--- src/rtl/agc_8363_ctrl.sv ---
// Start-triggered serial configuration sequencer for a dual-channel AGC/VGA front end.
// Optional macro AGC_GAIN_STEP_EN: while in DONE, present GS_CODE on the channel B CS/FA pins.
module agc_8363_ctrl #(
  parameter int unsigned CLK_DIV  = 4,
  parameter logic [7:0]  GAIN_A   = 8'h20,
  parameter logic [7:0]  GAIN_B   = 8'h20,
  parameter logic [15:0] SPI_WORD = 16'h0000,
  parameter logic [1:0]  GS_CODE  = 2'b00
) (
  input  logic main_clk,
  input  logic rst_n,
  input  logic start,
  output logic A4,
  output logic A5,
  output logic A3_csa,
  output logic A2_faa,
  output logic A1_clka,
  output logic A0_data,
  output logic B4_sclk,
  output logic B3_csb_gs1,
  output logic B2_fab_gs0,
  output logic B1_clkb,
  output logic B0_datb,
  output logic B5_spi_sdio
);

`ifdef AGC_GAIN_STEP_EN
  localparam bit GS_EN = 1'b1;
`else
  localparam bit GS_EN = 1'b0;
`endif

  localparam int unsigned DW = $clog2(2 * CLK_DIV);
  localparam logic [DW-1:0] HALF_END = DW'(CLK_DIV - 1);
  localparam logic [DW-1:0] GAP_END  = DW'(2 * CLK_DIV - 1);
  // The R/W bit is always driven as write; the device is never read back.
  localparam logic [15:0] SPI_FRAME = {1'b0, SPI_WORD[14:0]};

  typedef enum logic [2:0] {
    ST_IDLE,
    ST_FRAME_A,
    ST_GAP1,
    ST_FRAME_B,
    ST_GAP2,
    ST_FRAME_SPI,
    ST_DONE
  } state_t;

  typedef struct packed {
    logic cs_spi;
    logic done;
    logic cs_a;
    logic fa_a;
    logic clk_a;
    logic dat_a;
    logic sclk;
    logic cs_b;
    logic fa_b;
    logic clk_b;
    logic dat_b;
    logic sdio;
  } pins_t;

  localparam pins_t PINS_IDLE = '{cs_spi: 1'b1, done: 1'b0, cs_a: 1'b1, fa_a: 1'b0,
                                  clk_a: 1'b0, dat_a: 1'b0, sclk: 1'b0, cs_b: 1'b1,
                                  fa_b: 1'b0, clk_b: 1'b0, dat_b: 1'b0, sdio: 1'b0};

  state_t        state_q, state_nxt;
  logic [DW-1:0] div_q, div_nxt;
  logic [3:0]    bit_q, bit_nxt;
  logic          high_q, high_nxt;
  logic          tail_q, tail_nxt;
  logic          start_d;
  logic          start_edge;
  pins_t         pins_q, pins_nxt;

  always_ff @(posedge main_clk) begin
    if (!rst_n) begin
      state_q <= ST_IDLE;
      div_q   <= '0;
      bit_q   <= '0;
      high_q  <= 1'b0;
      tail_q  <= 1'b0;
      start_d <= 1'b0;
      pins_q  <= PINS_IDLE;
    end else begin
      state_q <= state_nxt;
      div_q   <= div_nxt;
      bit_q   <= bit_nxt;
      high_q  <= high_nxt;
      tail_q  <= tail_nxt;
      start_d <= start;
      pins_q  <= pins_nxt;
    end
  end

  // Pins are registered from the next-state view so every pin changes cleanly on one edge.
  always_comb begin
    state_nxt  = state_q;
    div_nxt    = div_q;
    bit_nxt    = bit_q;
    high_nxt   = high_q;
    tail_nxt   = tail_q;
    pins_nxt   = PINS_IDLE;
    start_edge = start & ~start_d;

    case (state_q)
      ST_IDLE, ST_DONE: begin
        if (start_edge) begin
          state_nxt = ST_FRAME_A;
          div_nxt   = '0;
          bit_nxt   = 4'd7;
          high_nxt  = 1'b0;
          tail_nxt  = 1'b0;
        end
      end
      ST_GAP1, ST_GAP2: begin
        if (div_q == GAP_END) begin
          state_nxt = (state_q == ST_GAP1) ? ST_FRAME_B : ST_FRAME_SPI;
          bit_nxt   = (state_q == ST_GAP1) ? 4'd7 : 4'd15;
          div_nxt   = '0;
          high_nxt  = 1'b0;
          tail_nxt  = 1'b0;
        end else begin
          div_nxt = div_q + DW'(1);
        end
      end
      default: begin
        if (div_q != HALF_END) begin
          div_nxt = div_q + DW'(1);
        end else begin
          div_nxt = '0;
          if (tail_q) begin
            tail_nxt = 1'b0;
            high_nxt = 1'b0;
            case (state_q)
              ST_FRAME_A: state_nxt = ST_GAP1;
              ST_FRAME_B: state_nxt = ST_GAP2;
              default:    state_nxt = ST_DONE;
            endcase
          end else if (!high_q) begin
            high_nxt = 1'b1;
          end else begin
            high_nxt = 1'b0;
            if (bit_q == 4'd0) begin
              tail_nxt = 1'b1;
            end else begin
              bit_nxt = bit_q - 4'd1;
            end
          end
        end
      end
    endcase

    pins_nxt.done = (state_nxt == ST_DONE);
    case (state_nxt)
      ST_FRAME_A: begin
        pins_nxt.cs_a  = 1'b0;
        pins_nxt.clk_a = high_nxt;
        pins_nxt.dat_a = GAIN_A[bit_nxt[2:0]];
      end
      ST_FRAME_B: begin
        pins_nxt.cs_b  = 1'b0;
        pins_nxt.clk_b = high_nxt;
        pins_nxt.dat_b = GAIN_B[bit_nxt[2:0]];
      end
      ST_FRAME_SPI: begin
        pins_nxt.cs_spi = 1'b0;
        pins_nxt.sclk   = high_nxt;
        pins_nxt.sdio   = SPI_FRAME[bit_nxt];
      end
      ST_DONE: begin
        if (GS_EN) begin
          pins_nxt.cs_b = GS_CODE[1];
          pins_nxt.fa_b = GS_CODE[0];
        end
      end
      default: ;
    endcase
  end

  assign A4          = pins_q.cs_spi;
  assign A5          = pins_q.done;
  assign A3_csa      = pins_q.cs_a;
  assign A2_faa      = pins_q.fa_a;
  assign A1_clka     = pins_q.clk_a;
  assign A0_data     = pins_q.dat_a;
  assign B4_sclk     = pins_q.sclk;
  assign B3_csb_gs1  = pins_q.cs_b;
  assign B2_fab_gs0  = pins_q.fa_b;
  assign B1_clkb     = pins_q.clk_b;
  assign B0_datb     = pins_q.dat_b;
  assign B5_spi_sdio = pins_q.sdio;

endmodule

--- config.mk ---
export PLATFORM = sky130hd
export DESIGN_NAME = agc_8363_ctrl
export DESIGN_NICKNAME = d
export VERILOG_FILES = /design/src/rtl/agc_8363_ctrl.sv
export SDC_FILE = /design/constraint.sdc
export NUM_CORES = 1
export LEC_CHECK = 0
export CELL_PAD_IN_SITES_DETAIL_PLACEMENT = 2
export CELL_PAD_IN_SITES_GLOBAL_PLACEMENT = 2
export CORE_MARGIN = 5
export CORE_UTILIZATION = 29
export DETAILED_ROUTE_END_ITERATION = 7
export MAX_ROUTING_LAYER = met4
export PLACE_DENSITY = 0.69
export SLEW_MARGIN = 30
export SYNTH_ARGS = -nofsm -noshare
export SYNTH_HDL_FRONTEND = slang
export SYNTH_SLANG_ARGS = --single-unit
--- constraint.sdc ---
create_clock -name main_clk -period 1.8 [get_ports main_clk]
set_input_delay 0.45 -clock main_clk [delete_from_list [all_inputs] [get_ports main_clk]]
set_output_delay 0.45 -clock main_clk [all_outputs]
set_load 0.02 [all_outputs]
==> impl_results.md, run 1 <==
* Synth cell types at 50
* Synth Area in Compound Gates at 0.187
* Share of cells above drive strength 1 at 0.430
* Synth Register Bits at 22
* Post-synth EDFFs at 0
* RSZ-0062 raised after global routing: yes
* Post-DP Area at 0.00148 mm^2
* Cells on worst reg2reg path at 9
* Worst vdd ir at 0.000248 V
* FF-to-FF End: bit_q[1]
* TritonCTS Buffers at 3
* Largest family of logic cells by synthesized area: simple AND/OR/NAND/NOR gates
* Failing checks: negative setup slack
* HPWL after detailed placement at 2.65 mm
* TNS Setup at -0.134 ns
* Worst path cell trace: ha_4 > ha_4 > buf_4 > and3b_2 > a21boi_4 > buf_6 > nand2_2 > o21ai_2 > a221oi_2
* Initial antenna violation count at 0
* Adder-cell share of the synthesized area at 0.0664
* Final core utilization at 0.462
* Largest net degree at the start of global routing at 14
* Ys async rst share at 0
* Leak Pwr at 0.675 nW
* CTS Buffer Depth at 2
* Gr ovfl total at 0
* F_max at 544 MHz
* Finished Layout Cells at 213
* Dpl cells at 206
* Clock latency on the worst-skew pair at 0.27 ns
* Min-Delay Path Class: reg2reg
* Pre-antenna DRT Iters at 4
* Startpoint types: flip-flop
* Post-synthesis mux area share at 0.0221
* Avg Cell Area, Syn at 9.20 um^2
* Max_cap viols at 0
* Sequential area share after synthesis at 0.389
* Crit path arrival time at 2.03 ns
* First-pass GRT wire length at 6.07 mm
* Synth warn at 0
* Die Span Y at 72.5 um
* Slowest stage cell, crit path: dfxtp_4
* Slew Viols, Final at 0
* Average vias per placed instance at 4.94
* Starting density of the core at 0.304
* WL/cell at 17.1 um
* Setup violations, final at 5
* Worst reg-to-reg setup slack at -0.04 ns
* Cell Rows at 22
* Highest fanout seen on the critical path at 5
* Most frequent cell on the critical path: ha_4
* Area Growth Syn to Fin at 51.7%
* Crit share post-route at 1.02
* Core Region at 0.00372 mm^2
* ANT nets after route at 0
* Layout net count at 175
* Reg clk slew, reported paths at 0.10 ns
* Hold EP: div_q[1]
* CTS H-tree depth at 1
* Hold path depth at 2
* Post-synthesis xor/xnor area fraction at 0.0398
* Input/output buffers at 11
* Simple-Gate Fraction of Synth Area at 0.219
* GPL Wtd Cong at 0.788
* Final worst path period need at 1.84 ns
* Final wirelength at 3.65 mm
* Vias after detailed routing at 1,053
* Vias in the first global route at 1,216
* Sequential cell area at 448 um^2
* # diodes at 0
* Final hold slack at 0.501 ns
* PD cells at 702 mW/mm^2
* Multi-input logic area at 749 um^2
* Starting DRC count in detailed routing at 19
* CTS root buf: clkbuf_8
* GRT Total Usage at 0.151
* Die width at 72.5 um
* Final Instance Area at 0.00172 mm^2
* Max stage delay on crit path at 0.37 ns
* Status: complete, but fails checks
* Final-report hold violation count at 0
* Die ar. at 0.00525 mm^2
* Drt drc at 0
* Required @ worst endpoint at 1.99 ns
* Worst R2R Start: div_q[0]
* IO Count at 15
* Fin Clk Skew at 0.00987 ns
* Crit path kind: reg2reg
* Syn Std Cell Area at 0.00113 mm^2
* Gate Count Post-Synth at 123
* # fillers at 407
* TritonCTS clock tree: done
* Fin worst setup slack at -0.0394 ns
* Top_reg_cell synth: dfxtp_1
* Hold path start: div_q[1]
* CP Capture Type: flip-flop
* Clock net sink count at 22
worst max-delay path, delay by kind of cell (launching register included):
family	cells	cell delay [ns]
DFF	1	0.37
and+or+nand+nor	2	0.30
adders and majority gates	2	0.34
AOI/OAI and AO/OA	3	0.45
buffers and inverters	2	0.29
final cells by class:
cell class / instances / share of cell area
clock buffers: 3 / 0.0241
clock inverters: 1 / 0.0175
inverters: 7 / 0.0153
multi-input cells: 88 / 0.437
flip-flops and latches: 22 / 0.261
well taps: 48 / 0.0350
repair buffers: 44 / 0.210
synthesized netlist by cell type (2+ instances only):
library cell	instances	area, um^2
dfxtp_1	22	440
nor2_1	14	52.6
a21oi_1	8	40.0
ha_1	6	75.1
inv_1	6	22.5
nand2_1	6	22.5
buf_4	5	37.5
nor2b_1	5	31.3
nand3_1	4	20.0
a21boi_1	2	15.0
clkbuf_1	2	7.51
nand4_1	2	12.5
nor2_2	2	12.5
nor3_1	2	10.0
o21ai_1	2	10.0
placed cells by master, fill, tap and decap left out, types with 3 or more instances in the layout:
| cell type | n |
|---|---|
| ha_1 | 4 |
| clkbuf_8 | 3 |
| conb_1 | 3 |
| dfxtp_1 | 18 |
| dfxtp_2 | 3 |
| nand3_1 | 4 |
| a21oi_1 | 7 |
| buf_4 | 32 |
| inv_1 | 6 |
| nor2_2 | 5 |
| nand2_1 | 4 |
| clkdlybuf4s50_1 | 10 |
| nor2b_1 | 4 |
| nor2_1 | 10 |
logic make-up after synthesis:
| logic type | after synthesis |
|---|---|
| other | 1 |
| buffers and inverters | 15 |
| muxes | 2 |
| and+or+nand+nor | 45 |
| xor gates and xnor gates | 3 |
| adders and majority gates | 6 |
| AOI/OAI and AO/OA | 29 |
| DFF | 22 |
state kept, by name, indices dropped and copies added (netlist names):
register    count
B1_clkb         1
B0_datb         1
start_d         1
high_q          1
A1_clka         1
A3_csa          1
state_q         3
bit_q           4
A5              1
A4              1
B3_csb_gs1      1
tail_q          1
div_q           3
A0_data         1
B4_sclk         1
timing repair:
action | 4_1_cts | 5_1_grt
hold buffers | 0 | 0
setup buffers | 1 | 2
pin swaps | 8 | 6
resized for setup | 21 | 13
setup endpoints to repair | 14 | 11
metal layers:
layer	up-vias	track usage	routed length [um]
met4	0	0.0451	75
met5	-	-	0
met2	10	0.274	1910
met3	4	0.0166	64
li1	512	-	-
met1	527	0.174	1600
per-stage QoR:
| step | setup WS [ns] | power (mW) |
|---|---|---|
| final | -0.0394 | 1.20 |
| after floorplan | -0.00282 | 0.629 |
| after global routing | -0.133 | 1.25 |
| after detailed placement | -0.455 | 0.704 |
| after global placement | -0.400 | 0.691 |
| after CTS | -0.0730 | 1.20 |
where the power goes:
group | total [mW] | internal, mW | switching, mW | leakage [nW]
Sequential | 0.523 | 0.504 | 0.0196 | 0.182
Combinational | 0.199 | 0.0932 | 0.106 | 0.457
Clock | 0.481 | 0.297 | 0.184 | 0.0357
Total | 1.20 | 0.894 | 0.309 | 0.675
worst max-delay path by stage:
stage,start,end,slack (ns),cells after the start
global placement,start,A0_data,-0.40,6
CTS,div_q[1],B0_datb,-0.07,8
floorplan,div_q[0],A0_data,-0.003,7
finish,div_q[0],bit_q[1],-0.04,9
detailed placement,start,A1_clka,-0.46,6
global route,div_q[0],bit_q[1],-0.13,9
Power figures use the tool's default switching activity.
==> run 2, diff against run 1 <==
Settings changed: CORE_MARGIN 5 to not set, RECOVER_POWER set to 50, SETUP_SLACK_MARGIN set to 0.5.
==> run 2 against run 1 <==
Net effect: the flow still finishes with violations (negative setup slack); final cell count grew 2.3%; critical endpoint is now bit_q[3]; clock power shrank 26%; clock-buffer cell count grew 1; sequential power grew 2%; non-clock buffer count grew 5; flip-flop and latch count is the same; hold slack gained 0.0026 ns; die area shrank 21%; combinational power grew 12%; wire length grew 23%.
==> impl_results.md, run 2 (synthesis gave the netlist of run 1 again) <==
* Status: complete, but fails checks
* Failing checks: negative setup slack
* GPL Wtd Cong at 0.712 (-9.6%)
* Drt drc at 0 (unchanged)
* Worst vdd ir at 0.000531 V (+110%)
* Crit path kind: reg2reg
* CP Capture Type: flip-flop
* Die Span Y at 64.5 um (-11%)
* PD cells at 607 mW/mm^2 (-13%)
* Most common cell after layout, fill and taps aside: buf_4
* Initial antenna violation count at 0 (unchanged)
* Biggest regs: bit_q (4), div_q (3), state_q (3)
* Leak Pwr at 0.698 nW (+3.4%)
* Max_cap viols at 0 (unchanged)
* Vias in the first global route at 1,242 (+2.1%)
* Starting density of the core at 0.307 (+0.00227)
* Final-report hold violation count at 0 (unchanged)
* Starting DRC count in detailed routing at 33 (+14)
* Post-DP Area at 0.00150 mm^2 (+0.93%)
* Crit share post-route at 1.07 (+0.0487)
* TNS Setup at -0.637 ns (-0.503 ns)
* Final Instance Area at 0.00183 mm^2 (+6.6%)
* Average vias per placed instance at 5.11 (+3.5%)
* Seq pwr share at 0.480 (+0.045)
* Power Internal at 800 uW (-10%)
* WL/cell at 20.6 um (+20%)
* # diodes at 0 (unchanged)
* Gr ovfl total at 0 (unchanged)
* Clock Power Share at 0.319 (-0.081)
* CTS H-tree depth at 1 (unchanged)
* Layout net count at 180 (+2.9%)
* Cell Rows at 22 (unchanged)
* Most frequent cells in the layout: buf_4, dfxtp_1, buf_6
* Clock latency on the worst-skew pair at 0.26 ns (about the same)
* Startpoint types: flip-flop
* HPWL after detailed placement at 2.60 mm (-1.9%)
* Fin worst setup slack at -0.127 ns (-0.0876 ns)
* TritonCTS Buffers at 3 (unchanged)
* Setup violations, final at 12 (+7)
* Die width at 64.5 um (-11%)
* F_max at 519 MHz (-4.5%)
* IO Count at 15 (unchanged)
* CTS Buffer Depth at 2 (unchanged)
* RSZ-0062 raised after global routing: yes
* Crit-path leading delay family: buffers and inverters
* First-pass GRT wire length at 6.20 mm (+2.2%)
* Core Region at 0.00369 mm^2 (-0.74%)
* Largest Register: bit_q
* Area Growth Syn to Fin at 61.6%
* Total power at 1.11 mW (-7.7%)
* ANT nets after route at 0 (unchanged)
* Fin Clk Skew at 0.00188 ns (-0.00799 ns)
* GRT Total Usage at 0.205 (+0.0543)
* Sw Share at 0.279 (+0.0220)
* Input/output buffers at 11 (unchanged)
* Worst slack, placed at -0.370 ns (+0.0858 ns)
* Final worst path period need at 1.93 ns (+0.0876 ns)
* Clock net sink count at 22 (unchanged)
* Share of cells above drive strength 1 at 0.512 (+0.0815)
* Max stage delay on crit path at 0.34 ns (-0.03 ns)
* Die ar. at 0.00415 mm^2 (-21%)
* Comb pwr share at 0.201 (+0.036)
* Slowest stage cell, crit path: dfxtp_2
* Final core utilization at 0.496 (+0.0340)
* Reg clk slew, reported paths at 0.08 ns (-0.02 ns)
* Highest fanout seen on the critical path at 3 (-2)
* Largest register FFs at 4 (unchanged)
* Required @ worst endpoint at 1.96 ns (-0.03 ns)
* Net Sw Power at 310 uW (+0.17%)
* Final wirelength at 4.50 mm (+23%)
* TritonCTS clock tree: done
* Vias after detailed routing at 1,115 (+5.9%)
* CP Buf/Inv Count at 3 (+1)
* Worst path cell trace: ha_4 > buf_4 > ha_4 > mux2_4 > buf_6 > nor2_4 > buf_6 > a21oi_1 > o2111a_1
* CTS root buf: clkbuf_8
* Slew Viols, Final at 0 (unchanged)
* Min-Delay Path Class: reg2reg
* Crit path arrival time at 2.08 ns (+0.05 ns)
* Pre-antenna DRT Iters at 4 (unchanged)
* Largest net degree at the start of global routing at 13 (-1)
==> run 2: cell count changes in the layout (fill, tap and decap cells not counted), sizes merged <==
cell,delta
clkbuf,+10
bufinv,-1
clkdlybuf4s50,-10
buf,+4
clkdlybuf4s15,+1
dlygate4sd2,+1
==> run 2: power by group through the flow <==
| stage | Clock, mW | Sequential, mW | Combinational, mW |
|---|---|---|---|
| 2_1_floorplan | 0 | 0.531 | 0.107 |
| 3_3_place_gp | 0 | 0.537 | 0.158 |
| 3_5_place_dp | 0 | 0.538 | 0.170 |
| 4_1_cts | 0.368 | 0.530 | 0.195 |
| 5_1_grt | 0.393 | 0.535 | 0.236 |
| 6_report | 0.355 | 0.533 | 0.223 |
==> run 2: per-layer routing <==
metal | share of wire | global-route usage | vias up
met3 | 0.020 | 0.0370 | 10
met4 | 0.026 | 0.0667 | 0
met5 | 0 | - | -
met1 | 0.39 | 0.215 | 566
met2 | 0.56 | 0.386 | 16
li1 | - | - | 523
==> run 2: cell type report <==
type	instances	area (um^2)
Multi-Input combinational cell	88	846
Timing Repair Buffer	49	385
Clock buffer	4	55.1
Inverter	7	27.5
Sequential cell	22	454
Tap cell	48	60.1
Fill cell	391	1860
==> run 2: final timing paths <==
path / from / endpoint / slack [ns] / depth (start not counted)
worst min-delay path: div_q[1] / div_q[1] / 0.50 / 2
worst max-delay path: div_q[0] / bit_q[3] / -0.13 / 9
worst max register to register: div_q[0] / bit_q[3] / -0.13 / 9
worst min register to register: div_q[1] / div_q[1] / 0.50 / 2
==> run 2: timing repair <==
| item | CTS | global route |
|---|---|---|
| pin swaps | 9 | 15 |
| hold buffers | 0 | 0 |
| hold endpoints to repair | 0 | 0 |
| setup buffers | 5 | 8 |
| endpoints found under the setup margin | 30 | 27 |
| gates resized for setup | 54 | 34 |
==> run 2: per-stage QoR <==
stage                     hold slack (ns)  std cells
after floorplan                     0.470        125
after global placement              0.475        201
after detailed placement            0.497        201
after CTS                           0.508        210
after global routing                0.533        218
final                               0.503        218
==> run 2: tightest hold or removal path: stages (launching register included) <==
cell and delay, ns:
dfxtp_2 0.34, nand3_1 0.07, a21oi_1 0.06
